### src/rtl/cpu_types_pkg.sv
// rtl/cpu_types_pkg.sv - shared CPU/memory types for the RAM arbiter
//
// Purpose: common word and RAM-handshake types plus the arbiter state
// encoding and its default streak limit.
// Contents:
//   word_t              32-bit data/address word
//   ramstate_t          RAM handshake status (FREE, BUSY, ACCESS, ERROR)
//   arb_state_t         arbiter grant state (IDLE, IGNT, DGNT, RETRY)
//   ARB_MAX_DSTREAK_DEF default number of back-to-back D grants while I waits
package cpu_types_pkg;

  typedef logic [31:0] word_t;

  typedef enum logic [1:0] {
    FREE   = 2'd0,
    BUSY   = 2'd1,
    ACCESS = 2'd2,
    ERROR  = 2'd3
  } ramstate_t;

  typedef enum logic [1:0] {
    IDLE  = 2'd0,
    IGNT  = 2'd1,
    DGNT  = 2'd2,
    RETRY = 2'd3
  } arb_state_t;

  localparam int ARB_MAX_DSTREAK_DEF = 4;

endpackage

### src/rtl/arb_streak_counter.sv
// rtl/arb_streak_counter.sv - saturating up/clear counter for D-grant streaks
//
// Purpose: counts consecutive data completions that happened while a fetch
// was waiting; saturates at MAX, clear wins over increment.
// Ports:
//   clk    in  1  clock
//   rst    in  1  synchronous active-high reset
//   inc    in  1  count one more D completion
//   clr    in  1  return to zero
//   count  out W  current streak, never above MAX
module arb_streak_counter #(
  parameter int MAX = 4,
  parameter int W   = $clog2(MAX + 1)
) (
  input  logic         clk,
  input  logic         rst,
  input  logic         inc,
  input  logic         clr,
  output logic [W-1:0] count
);

  always_ff @(posedge clk) begin
    if (rst) begin
      count <= '0;
    end else if (clr) begin
      count <= '0;
    end else if (inc && (count != W'(MAX))) begin
      count <= count + 1'b1;
    end
  end

endmodule

### src/rtl/mem_arbiter.sv
// rtl/mem_arbiter.sv - single-port RAM arbiter between fetch (I) and data (D)
//
// Purpose: grants the RAM to the data port first, but after MAX_DSTREAK data
// completions with a fetch waiting the next grant goes to the fetch. A grant
// is held until the RAM answers ACCESS; ERROR costs one RETRY cycle with the
// enables dropped, then the same grant is re-presented.
// Optional feature macro: MEM_ARB_STATS_EN adds completion/error counters.
// Ports:
//   CLK, RST            clock, synchronous active-high reset
//   iREN, iaddr         fetch request and word address
//   iwait, iload        fetch stall (0 only in completion cycle), fetch data
//   dREN, dWEN          data read / write request (dWEN wins if both)
//   daddr, dstore       data address and write data
//   dwait, dload        data stall (0 only in completion cycle), read data
//   ramREN, ramWEN      RAM enables
//   ramaddr, ramstore   RAM address and write data
//   ramload, ramstate   RAM read data and handshake status
//   igrants, dgrants,   (MEM_ARB_STATS_EN) completed I, completed D,
//   errcnt              ERROR responses; wrap at 2^STAT_W
module mem_arbiter
  import cpu_types_pkg::*;
#(
  parameter int MAX_DSTREAK = ARB_MAX_DSTREAK_DEF
`ifdef MEM_ARB_STATS_EN
  , parameter int STAT_W = 16
`endif
) (
  input  logic        CLK,
  input  logic        RST,
  input  logic        iREN,
  input  logic [31:0] iaddr,
  output logic        iwait,
  output logic [31:0] iload,
  input  logic        dREN,
  input  logic        dWEN,
  input  logic [31:0] daddr,
  input  logic [31:0] dstore,
  output logic        dwait,
  output logic [31:0] dload,
  output logic        ramREN,
  output logic        ramWEN,
  output logic [31:0] ramaddr,
  output logic [31:0] ramstore,
  input  logic [31:0] ramload,
  input  logic [1:0]  ramstate
`ifdef MEM_ARB_STATS_EN
  , output logic [STAT_W-1:0] igrants
  , output logic [STAT_W-1:0] dgrants
  , output logic [STAT_W-1:0] errcnt
`endif
);

  localparam int SW = $clog2(MAX_DSTREAK + 1);

  arb_state_t    state;
  logic          retry_d;   // which grant RETRY returns to
  ramstate_t     rs;
  logic          d_req;
  logic [SW-1:0] streak;
  logic          streak_full;
  logic          i_done;
  logic          d_done;
  logic          i_err;
  logic          d_err;

  assign rs          = ramstate_t'(ramstate);
  assign d_req       = dREN | dWEN;
  assign streak_full = (streak == SW'(MAX_DSTREAK));

  // A requester that has dropped its enable is treated as withdrawn, so a
  // late ACCESS/ERROR in that cycle is ignored. Reset abandons the access
  // without releasing the wait.
  assign i_done = !RST && (state == IGNT) && iREN  && (rs == ACCESS);
  assign d_done = !RST && (state == DGNT) && d_req && (rs == ACCESS);
  assign i_err  = !RST && (state == IGNT) && iREN  && (rs == ERROR);
  assign d_err  = !RST && (state == DGNT) && d_req && (rs == ERROR);

  arb_streak_counter #(
    .MAX (MAX_DSTREAK),
    .W   (SW)
  ) u_streak (
    .clk   (CLK),
    .rst   (RST),
    .inc   (d_done && iREN),
    .clr   (i_done || ((state == IDLE) && !iREN)),
    .count (streak)
  );

  always_ff @(posedge CLK) begin
    if (RST) begin
      state   <= IDLE;
      retry_d <= 1'b0;
    end else begin
      case (state)
        IDLE: begin
          if (d_req && !(iREN && streak_full)) begin
            state <= DGNT;
          end else if (iREN) begin
            state <= IGNT;
          end
        end
        IGNT: begin
          if (!iREN || i_done) begin
            state <= IDLE;
          end else if (i_err) begin
            state   <= RETRY;
            retry_d <= 1'b0;
          end
        end
        DGNT: begin
          if (!d_req || d_done) begin
            state <= IDLE;
          end else if (d_err) begin
            state   <= RETRY;
            retry_d <= 1'b1;
          end
        end
        RETRY: begin
          state <= retry_d ? DGNT : IGNT;
        end
        default: state <= IDLE;
      endcase
    end
  end

  always_comb begin
    ramREN   = 1'b0;
    ramWEN   = 1'b0;
    ramaddr  = '0;
    ramstore = '0;
    case (state)
      IGNT: begin
        ramREN  = iREN;
        ramaddr = iaddr;
      end
      DGNT: begin
        ramREN   = dREN & ~dWEN;
        ramWEN   = dWEN;
        ramaddr  = daddr;
        ramstore = dstore;
      end
      default: ;
    endcase
  end

  assign iwait = ~i_done;
  assign dwait = ~d_done;
  assign iload = i_done ? ramload : '0;
  assign dload = d_done ? ramload : '0;

`ifdef MEM_ARB_STATS_EN
  always_ff @(posedge CLK) begin
    if (RST) begin
      igrants <= '0;
      dgrants <= '0;
      errcnt  <= '0;
    end else begin
      if (i_done) igrants <= igrants + 1'b1;
      if (d_done) dgrants <= dgrants + 1'b1;
      if (i_err || d_err) errcnt <= errcnt + 1'b1;
    end
  end
`endif

endmodule
### config.mk
export PLATFORM = sky130hd
export DESIGN_NAME = mem_arbiter
export DESIGN_NICKNAME = d
export VERILOG_FILES = /design/src/rtl/cpu_types_pkg.sv /design/src/rtl/arb_streak_counter.sv /design/src/rtl/mem_arbiter.sv
export SDC_FILE = /design/constraint.sdc
export NUM_CORES = 1
export LEC_CHECK = 0
export CAP_MARGIN = 20
export CORE_AREA = 2 2 104 106
export DETAILED_ROUTE_END_ITERATION = 8
export DIE_AREA = 0 0 106 108
export DONT_BUFFER_PORTS = 1
export GPL_ROUTABILITY_DRIVEN = 0
export PLACE_DENSITY = 0.36
export SLEW_MARGIN = 20
export SYNTH_ARGS = -nofsm -noshare
export SYNTH_HDL_FRONTEND = slang
export SYNTH_SLANG_ARGS = --single-unit
### constraint.sdc
create_clock -name CLK -period 5.5 [get_ports CLK]
set_input_delay 1.65 -clock CLK [delete_from_list [all_inputs] [get_ports CLK]]
set_output_delay 1.65 -clock CLK [all_outputs]
set_load 0.05 [all_outputs]
==> results.yml, run 1 <==
cts:
  clock_sinks: 6
  cts_tree: "built"
  clockBufferDepth: 2
  clkTransAtPathRegs_ns: 0.04
  clock_latency_ns: 0.22
  cts_resized: 0
  h-tree-depth: 1
  hold_buffers: 0
  cts-root-buf: "clkbuf_8"
  cts_setup_buffers: 0
  cts_made_buffers: 3
synth:
  synth_nets: 396
  synth_edf_count: 0
  synth_cell_type_count: 37
  synth_warnings: 0
  ys_seq_area_share_pct: 7.07
  syn_area_um2: 1700
  synth-seq-cells: 6
  async_flop_share_pct: 0
  yosysTopAreaCell: "and3_1"
  synth_top_area_share_pct: 23.6
  synth.avg_cell_area_um2: 6.68
  netlist_top_cells_area: "and3_1 24%, a22oi_1 14%, and2_1 13%"
  yosys_most_used_dff: "dfxtp_1"
  synth_cells: 254
detailed_routing:
  wl_per_cell_um: 18.7
  drc: 0
  drtAntennaViolNets: 0
  drtIter0Drc: 76
  wl_um: 6950
  viasPerCell: 5.09
  vias: 1895
  dr.pass1.iters: 4
outcome:
  outcome: "complete, no violations"
final_layout:
  seqCellArea_um2: 120
  nFillCells: 1158
  layout-drive-gt1-share_pct: 6.81
  area_growth_pct: 8.62
  final_cell_area_um2: 1840
  final_common_cell: "and3_1"
  utilization_pct: 18.0
  fin_nets: 379
  multi_input_area_um2: 1430
  final_cell_mix: "64 x and3_1, 36 x and2_1, 34 x nor2b_1"
setup_path:
  critical_path_buf_inv_count: 0
  crit_slowest_cell: "o21a_1"
  end_kind: "output pin"
  crit_path_max_incr_delay_ns: 0.68
  crit_family: "compound AO/OA/AOI/OAI gates"
  crit_type: "in -> out"
  worstPathMaxFanout: 34
  cp.arrival_ns: 2.93
  crit_path_cell_trace: "o21a_1 -> and3_1"
  crit_required_ns: 3.85
  start_kind: "primary input"
timing:
  fmax_mhz: 219
  slew_headroom_pct: 34.6
  finalCritPeriodShare_pct: 83.2
  setup_viol: 0
  post-route-min-period_ns: 4.58
  max_slew.worst_pin.slew_ns: 0.980
  finalSetupTns_ns: 0
  skew_ns: 0.000455
  hold_viol: 0
  rsz0062_at_grt: "no"
  maxSlewViolCount: 0
min_path:
  hold_class: "reg -> reg"
global_routing:
  grt_pass1_wl_um: 9000
  grt.overflow.total: 0
  antenna_found_initial: 1
  grt_max_degree: 68
  grt_pass1_vias: 1645
  grt_usage_pct: 10.1
placed_design:
  dpl_cell_area_um2: 1800
  numPortBuffers: 0
  dp_hpwl_um: 5730
floorplanning:
  dieHeight_um: 108
  start_util_pct: 16.6
  die_w_um: 106
  core-area_um2: 10200
  dieArea_um2: 11400
  num_io_pins: 267
  core.rowCount: 37
job:
  maxCapViolCount: 0
pwr:
  p_leak_nw: 0.828
  peakVddDrop_mv: 0.157
  power.density_nw_per_um2: 606
## sequential cells by signal, summed over array words and instances (netlist names)
signal,count
retry_d,1
state,2
u_streak.count,3
## Yosys cell counts (2+ instances only)
library cell / instances
clkbuf_1: 18
buf_2: 3
o21ai_0: 2
a22oi_1: 32
nand2_1: 5
a211oi_1: 2
a21oi_1: 3
dfxtp_1: 6
buf_1: 2
clkbuf_2: 4
inv_1: 9
nor2b_1: 34
and2_1: 36
nand3_1: 2
ha_1: 7
and3_1: 64
nor2_1: 5
## path summary, 6_finish.rpt
kind | start | end | slack (ns) | cells past startpoint
hold reg to reg | u_streak.count[1] | u_streak.count[1] | 0.49 | 2
setup reg to reg | state[0] | u_streak.count[0] | 3.20 | 6
setup / recovery | dREN | dload[2] | 0.92 | 2
hold / removal | u_streak.count[1] | u_streak.count[1] | 0.49 | 2
## stage by stage
step	hold WS, ns	instances	power [mW]	setup WS [ns]
after floorplan	0.462	254	0.949	1.17
after global placement	0.487	368	1.06	0.966
after detailed placement	0.488	368	1.06	0.933
after CTS	0.493	371	1.13	0.936
after global routing	0.524	372	1.18	0.858
final	0.490	372	1.12	0.925
## final cells by class
class	count	share of cell area, %
multi-input combinational	211	77.6
tap	136	9.23
sequential	6	6.51
timing repair buffer	6	2.44
clock buffer	3	2.24
inverter	9	1.83
antenna	1	0.136
## cells by family (layout without fill, tap and decap cells)
kind of cell	count (synthesis)	after routing	synth area share [%]
buffers and inverters	37	18	9.14
xor gates and xnor gates	2	2	1.03
adders and majority gates	7	7	5.16
AOI/OAI and AO/OA	49	49	21.4
and+or+nand+nor	153	153	56.2
DFF	6	6	7.07
other	0	1	0
## where the power goes
part / leakage, nW / total (mW) / switching (mW) / internal [mW]
Sequential: 0.0488 / 0.0561 / 0.00509 / 0.0511
Clock: 0.0216 / 0.0670 / 0.0199 / 0.0471
Combinational: 0.758 / 0.995 / 0.790 / 0.205
## layer usage
| metal | GRT usage (%) | up-vias | wire length, um |
|---|---|---|---|
| met5 | 0 | - | 0 |
| met4 | 2.82 | 0 | 90 |
| met3 | 1.57 | 4 | 614 |
| met2 | 20.4 | 174 | 3750 |
| met1 | 10.8 | 860 | 2490 |
| li1 | - | 857 | - |
No activity file was read; power rests on OpenSTA's default activity.
==> run 2, diff against run 1 <==
CORE_AREA = 2 2 103 105   (was 2 2 104 106)
DIE_AREA = 0 0 105 107   (was 0 0 106 108)
PLACE_DENSITY = 0.37   (was 0.36)
clock period = 4 ns   (was 5.5 ns; I/O delays follow)
==> results.yml, run 2 (synthesized netlist as in run 1, its figures left out) <==
outcome:
  outcome: "complete, no violations"
setup_path:
  crit_family: "simple AND/OR/NAND/NOR gates"
  end_kind: "output pin"
  critical_path_buf_inv_count: 2
  r2r-end: "u_streak.count[0]"
  r2r_start: "state[0]"
  start_kind: "primary input"
  crit_path_cell_trace: "nor3b_4 -> buf_12 -> and3_1 -> buf_4"
  ff2ff_path_depth: 7
  r2r_slack_ns: 2.19
  worstPathMaxFanout: 52
  crit_path_max_incr_delay_ns: 0.52
  crit_slowest_cell: "nor3b_4"
  crit_required_ns: 2.80
  crit_type: "in -> out"
  cp.arrival_ns: 2.38
detailed_routing:
  wl_um: 7740
  drtIter0Drc: 94
  vias: 2174
  drc: 0
  dr.pass1.iters: 4
  viasPerCell: 4.70
  drtAntennaViolNets: 0
  wl_per_cell_um: 16.7
cts:
  clkTransAtPathRegs_ns: 0.03
  clock_latency_ns: 0.22
  cts_resized: 0
  cts_setup_buffers: 0
  cts_tree: "built"
  cts_made_buffers: 3
  clockBufferDepth: 2
  clock_sinks: 6
  hold_buffers: 0
  h-tree-depth: 1
  cts-root-buf: "clkbuf_8"
pwr:
  p_int_mw: 0.550
  seqPwrFrac_pct: 4.6
  p_clk_share_pct: 5.4
  swShare_pct: 67.4
  combPwrFrac_pct: 90.0
  switchingPower_mw: 1.14
  p_leak_nw: 1.42
  peakVddDrop_mv: 0.254
  total_power_mw: 1.69
  power.density_nw_per_um2: 572
final_layout:
  seqCellArea_um2: 120
  utilization_pct: 29.2
  final_cell_mix: "65 x buf_4, 64 x and3_1, 36 x and2_1"
  multi_input_area_um2: 1430
  nFillCells: 1100
  top_regs: "u_streak.count: 3 flops, state: 2 flops, retry_d: 1 flops"
  layout-drive-gt1-share_pct: 33.0
  largest_register: "u_streak.count"
  largest_register_ffs: 3
  area_growth_pct: 73.5
  final_cell_area_um2: 2950
  fin_nets: 471
  diodes: 0
  final_common_cell: "buf_4"
floorplanning:
  start_util_pct: 16.8
  dieHeight_um: 107
  num_io_pins: 267
  die_w_um: 105
  core.rowCount: 37
  core-area_um2: 10100
  dieArea_um2: 11200
min_path:
  holdPathEnd: "u_streak.count[1]"
  hold_class: "reg -> reg"
  holdPathStages: 2
  hold_start: "u_streak.count[1]"
timing:
  finalSetupTns_ns: 0
  post-route-min-period_ns: 3.58
  rsz0062_at_grt: "no"
  maxSlewViolCount: 0
  skew_ns: 0.00109
  finalCritPeriodShare_pct: 89.5
  fmax_mhz: 279
  slew_headroom_pct: 48.2
  setup_viol: 0
  hold_viol: 0
  max_slew.worst_pin.slew_ns: 0.777
placed_design:
  dpl_cell_area_um2: 2900
  dp_hpwl_um: 6470
  numPortBuffers: 0
global_routing:
  grt.overflow.total: 0
  antenna_found_initial: 0
  grt_usage_pct: 12.0
  grt_max_degree: 59
  grt_pass1_vias: 2076
  grt_pass1_wl_um: 10900
job:
  maxCapViolCount: 0
## run 2: cell count changes in the layout (fill, tap and decap cells not counted)
cell	previous run	this run
buf_4	6	65
diode_2	1	0
buf_12	0	33
## run 2: worst max path at each step
| stage | cells past startpoint | endpoint | slack [ns] | startpoint |
|---|---|---|---|---|
| finish | 4 | dload[24] | 0.42 | RST |
| global route | 4 | dload[24] | 0.33 | RST |
| CTS | 4 | dload[24] | 0.43 | RST |
| detailed placement | 4 | iload[17] | 0.43 | RST |
| global placement | 4 | iload[18] | 0.48 | RST |
| floorplan | 4 | dload[0] | 0.57 | RST |
## run 2: per-layer routing
layer	GRT usage [%]	share of wire [%]	up-vias
met5	0	0	-
met4	2.76	1.5	0
met3	4.98	12	8
met2	22.9	51	170
met1	12.2	35	955
li1	-	-	1041
## run 2: final cells by class
cell class              instances  share of cell area (%)
clock buffers                   3                    1.40
inverters                       9                    1.15
multi-input cells             211                    48.6
flip-flops and latches          6                    4.08
repair buffers                 98                    39.0
well taps                     136                    5.78
## run 2: power by group through the flow
stage | logic, mW | clock network (mW) | registers, mW
floorplan | 1.23 | 0 | 0.0769
global placement | 1.52 | 0 | 0.0782
detailed placement | 1.53 | 0 | 0.0790
CTS | 1.54 | 0.0928 | 0.0781
global route | 1.61 | 0.0950 | 0.0804
finish | 1.52 | 0.0906 | 0.0782
## run 2: metrics by stage
stage / hold slack, ns / worst slack [ns] / cells
after floorplan: 0.462 / 0.575 / 254
after global placement: 0.476 / 0.483 / 460
after detailed placement: 0.491 / 0.431 / 460
after CTS: 0.496 / 0.433 / 463
after global routing: 0.526 / 0.329 / 463
final: 0.494 / 0.418 / 463
## run 2: worst min-delay path: stages (launching register included)
cell and delay, ns:
dfxtp_1 0.32, nand2_1 0.08, a21oi_2 0.05
==> run 3, diff against run 2 <==
GPL_ROUTABILITY_DRIVEN = default   (was 0)
==> results of run 3 <==
No change in the layout: final DEF, timing and power equal those of run 2.
==> RTL change 1: new RTL, config.mk and constraints of run 1 <==
`ARB_MAX_DSTREAK_DEF`: 4 -> 8.
--- a/src/rtl/cpu_types_pkg.sv
+++ b/src/rtl/cpu_types_pkg.sv
@@ -27,3 +27,3 @@
 
-  localparam int ARB_MAX_DSTREAK_DEF = 4;
+  localparam int ARB_MAX_DSTREAK_DEF = 8;
 
Check against the original RTL: not equivalent (a bounded check fails within 10 cycles, from zero or initial values and one cycle with RST high).
==> RTL change 1 against run 1 <==
  * Critical path depth rose by 2
  * Power rose by 2.1%
  * Wire length fell by 18%
  * Register-to-register slack improved by 190 ps
  * Clock power rose by 9.3%
  * Final area rose by 0.61%
  * Sequential cell count rose by 1
  * Critical endpoint is now iload[26]
  * Setup slack improved by 120 ps
  * Die area did not move
  * Synthesized area fell by 2.6%
  * Highest routed layer is now met3
==> RTL change 1: results (changes against run 1) <==
| Metric | Value |
|---|---|
| Status | complete, no violations (unchanged) |
| Drt via density | 4.571 (was 5.094) |
| First-pass GRT wire length | 7.189 mm (was 8.997 mm) |
| Top area cells in the synthesized netlist | sky130_fd_sc_hd__and2_1, sky130_fd_sc_hd__a22oi_1, sky130_fd_sc_hd__nor2b_1 (was sky130_fd_sc_hd__and3_1, sky130_fd_sc_hd__a22oi_1, sky130_fd_sc_hd__and2_1) |
| Total placed instance area | 0.001810 mm^2 (was 0.001800 mm^2) |
| Cell accounting for the most synthesized area | sky130_fd_sc_hd__and2_1 (was sky130_fd_sc_hd__and3_1) |
| Setup clock skew after layout | 3.795 ps (was 0.4549 ps) |
| Area used by sequential logic in the layout | 140.1 um^2 (was 120.1 um^2) |
| Multi-input gate area | 0.001418 mm^2 (was 0.001431 mm^2) |
| End of the worst register-to-register path | u_streak.count[2]$_SDFFE_PP0P_ (was u_streak.count[0]$_SDFFE_PP0P_) |
| Count of buffers not belonging to the clock network in the layout | 8 (was 6) |
| Sequential cell count of the final layout | 7 (was 6) |
| Fraction of layout cells with a size suffix above 1 | 6.751% (was 6.809%) |
| Area fraction in compound gates after synthesis | 19.21% (was 21.37%) |
| Inverters | 6 (was 9) |
| Net switching share of the total power | 71.64% (was 72.85%) |
| Vias in the first global route | 1,466 (was 1,645) |
| DR WL met2 | 3.077 mm (was 3.751 mm) |
| Diode count | 0 (was 1) |
| Highest Signal Layer | met3 (was met4) |
| Post-synthesis cell type count | 31 (was 37) |
| HPWL after detailed placement | 4.739 mm (was 5.732 mm) |
| Leading cell types by count after synthesis | sky130_fd_sc_hd__and2_1, sky130_fd_sc_hd__nor2b_1, sky130_fd_sc_hd__a22oi_1, sky130_fd_sc_hd__clkbuf_1, sky130_fd_sc_hd__nor2_1 (was sky130_fd_sc_hd__and3_1, sky130_fd_sc_hd__and2_1, sky130_fd_sc_hd__nor2b_1, sky130_fd_sc_hd__a22oi_1, sky130_fd_sc_hd__clkbuf_1) |
| Worst Min Path Start | state[1]$_SDFFE_PP0P_ (was u_streak.count[1]$_SDFFE_PP0P_) |
| Worst r2r path cells | 8 (was 6) |
| Maximum ir drop on the vdd rail | 0.2353 mV (was 0.1566 mV) |
| Max-slew headroom | 34.42% (was 34.56%) |
| Number of clock buffer instances in the layout | 4 (was 3) |
| Met3 wire length | 487 um (was 614 um) |
| Filler instances | 1,178 (was 1,158) |
| Total Nets Final | 380 (was 379) |
| Total routing usage reported by global routing | 7.818% (was 10.11%) |
| Number of combinational gates with multiple inputs | 212 (was 211) |
| Capture point of the critical path | iload[26] (was dload[2]) |
| Synthesized netlist net count | 387 (was 396) |
| Final routed wirelength across all metal layers | 5.672 mm (was 6.946 mm) |
-- RTL change 1: cell types whose count changed after synthesis, moves of 2 or more --
| cell | before | now |
|---|---|---|
| sky130_fd_sc_hd__inv_1 | 9 | 6 |
| sky130_fd_sc_hd__clkbuf_2 | 4 | 0 |
| sky130_fd_sc_hd__and2_1 | 36 | 98 |
| sky130_fd_sc_hd__nor2_1 | 5 | 9 |
| sky130_fd_sc_hd__nor3_2 | 0 | 2 |
| sky130_fd_sc_hd__or3_1 | 0 | 2 |
| sky130_fd_sc_hd__buf_2 | 3 | 1 |
| sky130_fd_sc_hd__and3_1 | 64 | 0 |
| sky130_fd_sc_hd__buf_1 | 2 | 0 |
-- RTL change 1: stage by stage --
step                hold WS, ps  total power, mW  util, %  std cells  setup slack [ps]
finish                    491.7            1.142    18.14        373              1049
global route              533.9            1.206    18.14        373             964.4
CTS                       499.6            1.154    18.14        373              1044
detailed placement        492.7            1.078    17.70        369              1045
global placement          505.9            1.073    17.70        369              1069
floorplan                 463.1           0.9872        -        245              1055
==> RTL change 2: new RTL, settings of run 1 <==
Without the edit above. Re-encode `arb_state_t` (4 states) as one-hot, 4 bits wide.
--- a/src/rtl/cpu_types_pkg.sv
+++ b/src/rtl/cpu_types_pkg.sv
@@ -20,7 +20,7 @@
 
-  typedef enum logic [1:0] {
-    IDLE  = 2'd0,
-    IGNT  = 2'd1,
-    DGNT  = 2'd2,
-    RETRY = 2'd3
+  typedef enum logic [3:0] {
+    IDLE  = 4'b0001,
+    IGNT  = 4'b0010,
+    DGNT  = 4'b0100,
+    RETRY = 4'b1000
   } arb_state_t;
Behaviour: no difference found for any inputs over 10 cycles, from zero or initial values and one cycle with RST high; not proved beyond that.
==> RTL change 2 against run 1 <==
  * Sequential cell count rose by 2
  * Setup slack got worse by 210 ps
  * Synthesized cell count fell by 17%
  * Final area fell by 8.1%
  * Die area did not move
  * Wire length fell by 16%
  * Fmax fell by 4.4%
  * Non-clock buffer count did not move
  * Highest routed layer unchanged
  * Synthesized area fell by 10%
  * Clock skew rose by 3.1 ps
  * Global-route usage fell by 1.9 points
  * Via count fell by 14%
Power is not compared: it rests on default switching activity, and its combinational part moved more than twofold at a synthesized area within 25%.
==> RTL change 2: results (changes against run 1) <==
| Metric | Value |
|---|---|
| Total routing usage reported by global routing | 8.158% (was 10.11%) |
| Arrival time at the worst endpoint | 3140 ps (was 2930 ps) |
| Drt via density | 4.814 (was 5.094) |
| Diode count | 2 (was 1) |
| Worst reg2reg setup slack | 3350 ps (was 3200 ps) |
| Clock-cell share of area | 2.437% (was 2.239%) |
| Total placed instance area | 0.001648 mm^2 (was 0.001800 mm^2) |
| Fraction of layout cells with a size suffix above 1 | 7.000% (was 6.809%) |
| Fraction of standard cell area in multi-input logic | 74.00% (was 77.61%) |
| Post-synthesis cell type count | 36 (was 37) |
| Leading cell types by count after synthesis | sky130_fd_sc_hd__and2_1, sky130_fd_sc_hd__a22o_1, sky130_fd_sc_hd__buf_2, sky130_fd_sc_hd__dfxtp_1, sky130_fd_sc_hd__nor2_1 (was sky130_fd_sc_hd__and3_1, sky130_fd_sc_hd__and2_1, sky130_fd_sc_hd__nor2b_1, sky130_fd_sc_hd__a22oi_1, sky130_fd_sc_hd__clkbuf_1) |
| Share of the yosys chip area belonging to registers | 10.48% (was 7.074%) |
| Kind of cell adding the most delay to the critical path | simple AND/OR/NAND/NOR gates (was compound AO/OA/AOI/OAI gates) |
| Pre-antenna DRT Iters | 4 (unchanged) |
| Synthesized netlist net count | 348 (was 396) |
| Non-clock buffering overhead | 2.659% (was 2.442%) |
| End of the worst register-to-register path | u_streak.count[2]$_SDFFE_PP0P_ (was u_streak.count[0]$_SDFFE_PP0P_) |
| Worst Hold Slack | 525.9 ps (was 489.5 ps) |
| Post-Place Setup Slack | 720.1 ps (was 932.8 ps) |
| HPWL after detailed placement | 5.048 mm (was 5.732 mm) |
| Setup clock skew after layout | 3.554 ps (was 0.4549 ps) |
| TritonCTS Sinks | 8 (was 6) |
| Core utilization of the finished layout | 16.56% (was 18.03%) |
| Top area cells in the synthesized netlist | sky130_fd_sc_hd__and2_1, sky130_fd_sc_hd__a22o_1, sky130_fd_sc_hd__dfxtp_1 (was sky130_fd_sc_hd__and3_1, sky130_fd_sc_hd__a22oi_1, sky130_fd_sc_hd__and2_1) |
| Setup_tns | 0 ps (unchanged) |
| First-pass GRT wire length | 7.093 mm (was 8.997 mm) |
| Total Nets Final | 339 (was 379) |
| Crit Reg-Reg Startpoint | state[2]$_SDFFE_PP0P_ (was state[0]$_SDFFE_PP0P_) |
| Vias in the first global route | 1,309 (was 1,645) |
| Inst Count DP | 333 (was 368) |
| Status | complete, no violations (unchanged) |
| Largest stage delay on the critical path | 490 ps (was 680 ps) |
| Vias after detailed routing | 1,627 (was 1,895) |
| Final routed wirelength across all metal layers | 5.816 mm (was 6.946 mm) |
| Filler instances | 1,166 (was 1,158) |
| Largest net degree at the start of global routing | 72 (was 68) |
| Top flop regs | state (4), u_streak.count (3), retry_d (1) (was u_streak.count (3), state (2), retry_d (1)) |
| Number of combinational gates with multiple inputs | 178 (was 211) |
| Final worst path period share | 87.00% (was 83.18%) |
| Number of DRC violations after detailed-routing iteration 0 | 34 (was 76) |
| Signed area change from the synthesized netlist to the final layout | 10.89% (was 8.622%) |
[RTL change 2: report_power, final]
part	switching (mW)	internal [mW]	total (mW)
clock	0.0250	0.0476	0.0726
sequential	0.0121	0.0629	0.0750
combinational	0.167	0.0388	0.206
[RTL change 2: metal layers]
layer / GRT usage [%] / share of wire (%) / vias up
met1: 9.331 / 37 / 752
met4: 2.914 / 0.91 / 0
met2: 15.39 / 53 / 167
li1: - / - / 702
met5: 0 / 0 / -
met3: 1.206 / 8.9 / 6
[RTL change 2: cells by family (layout without fill, tap and decap cells)]
logic type,after synthesis,after routing,share of synthesized area (%)
AOI/OAI and AO/OA,48,48,26.21
xor gates and xnor gates,2,2,1.147
adders and majority gates,2,2,1.638
buffers and inverters,25,14,7.453
DFF,8,8,10.48
muxes,1,1,0.6552
other,0,2,0
and+or+nand+nor,125,125,52.42
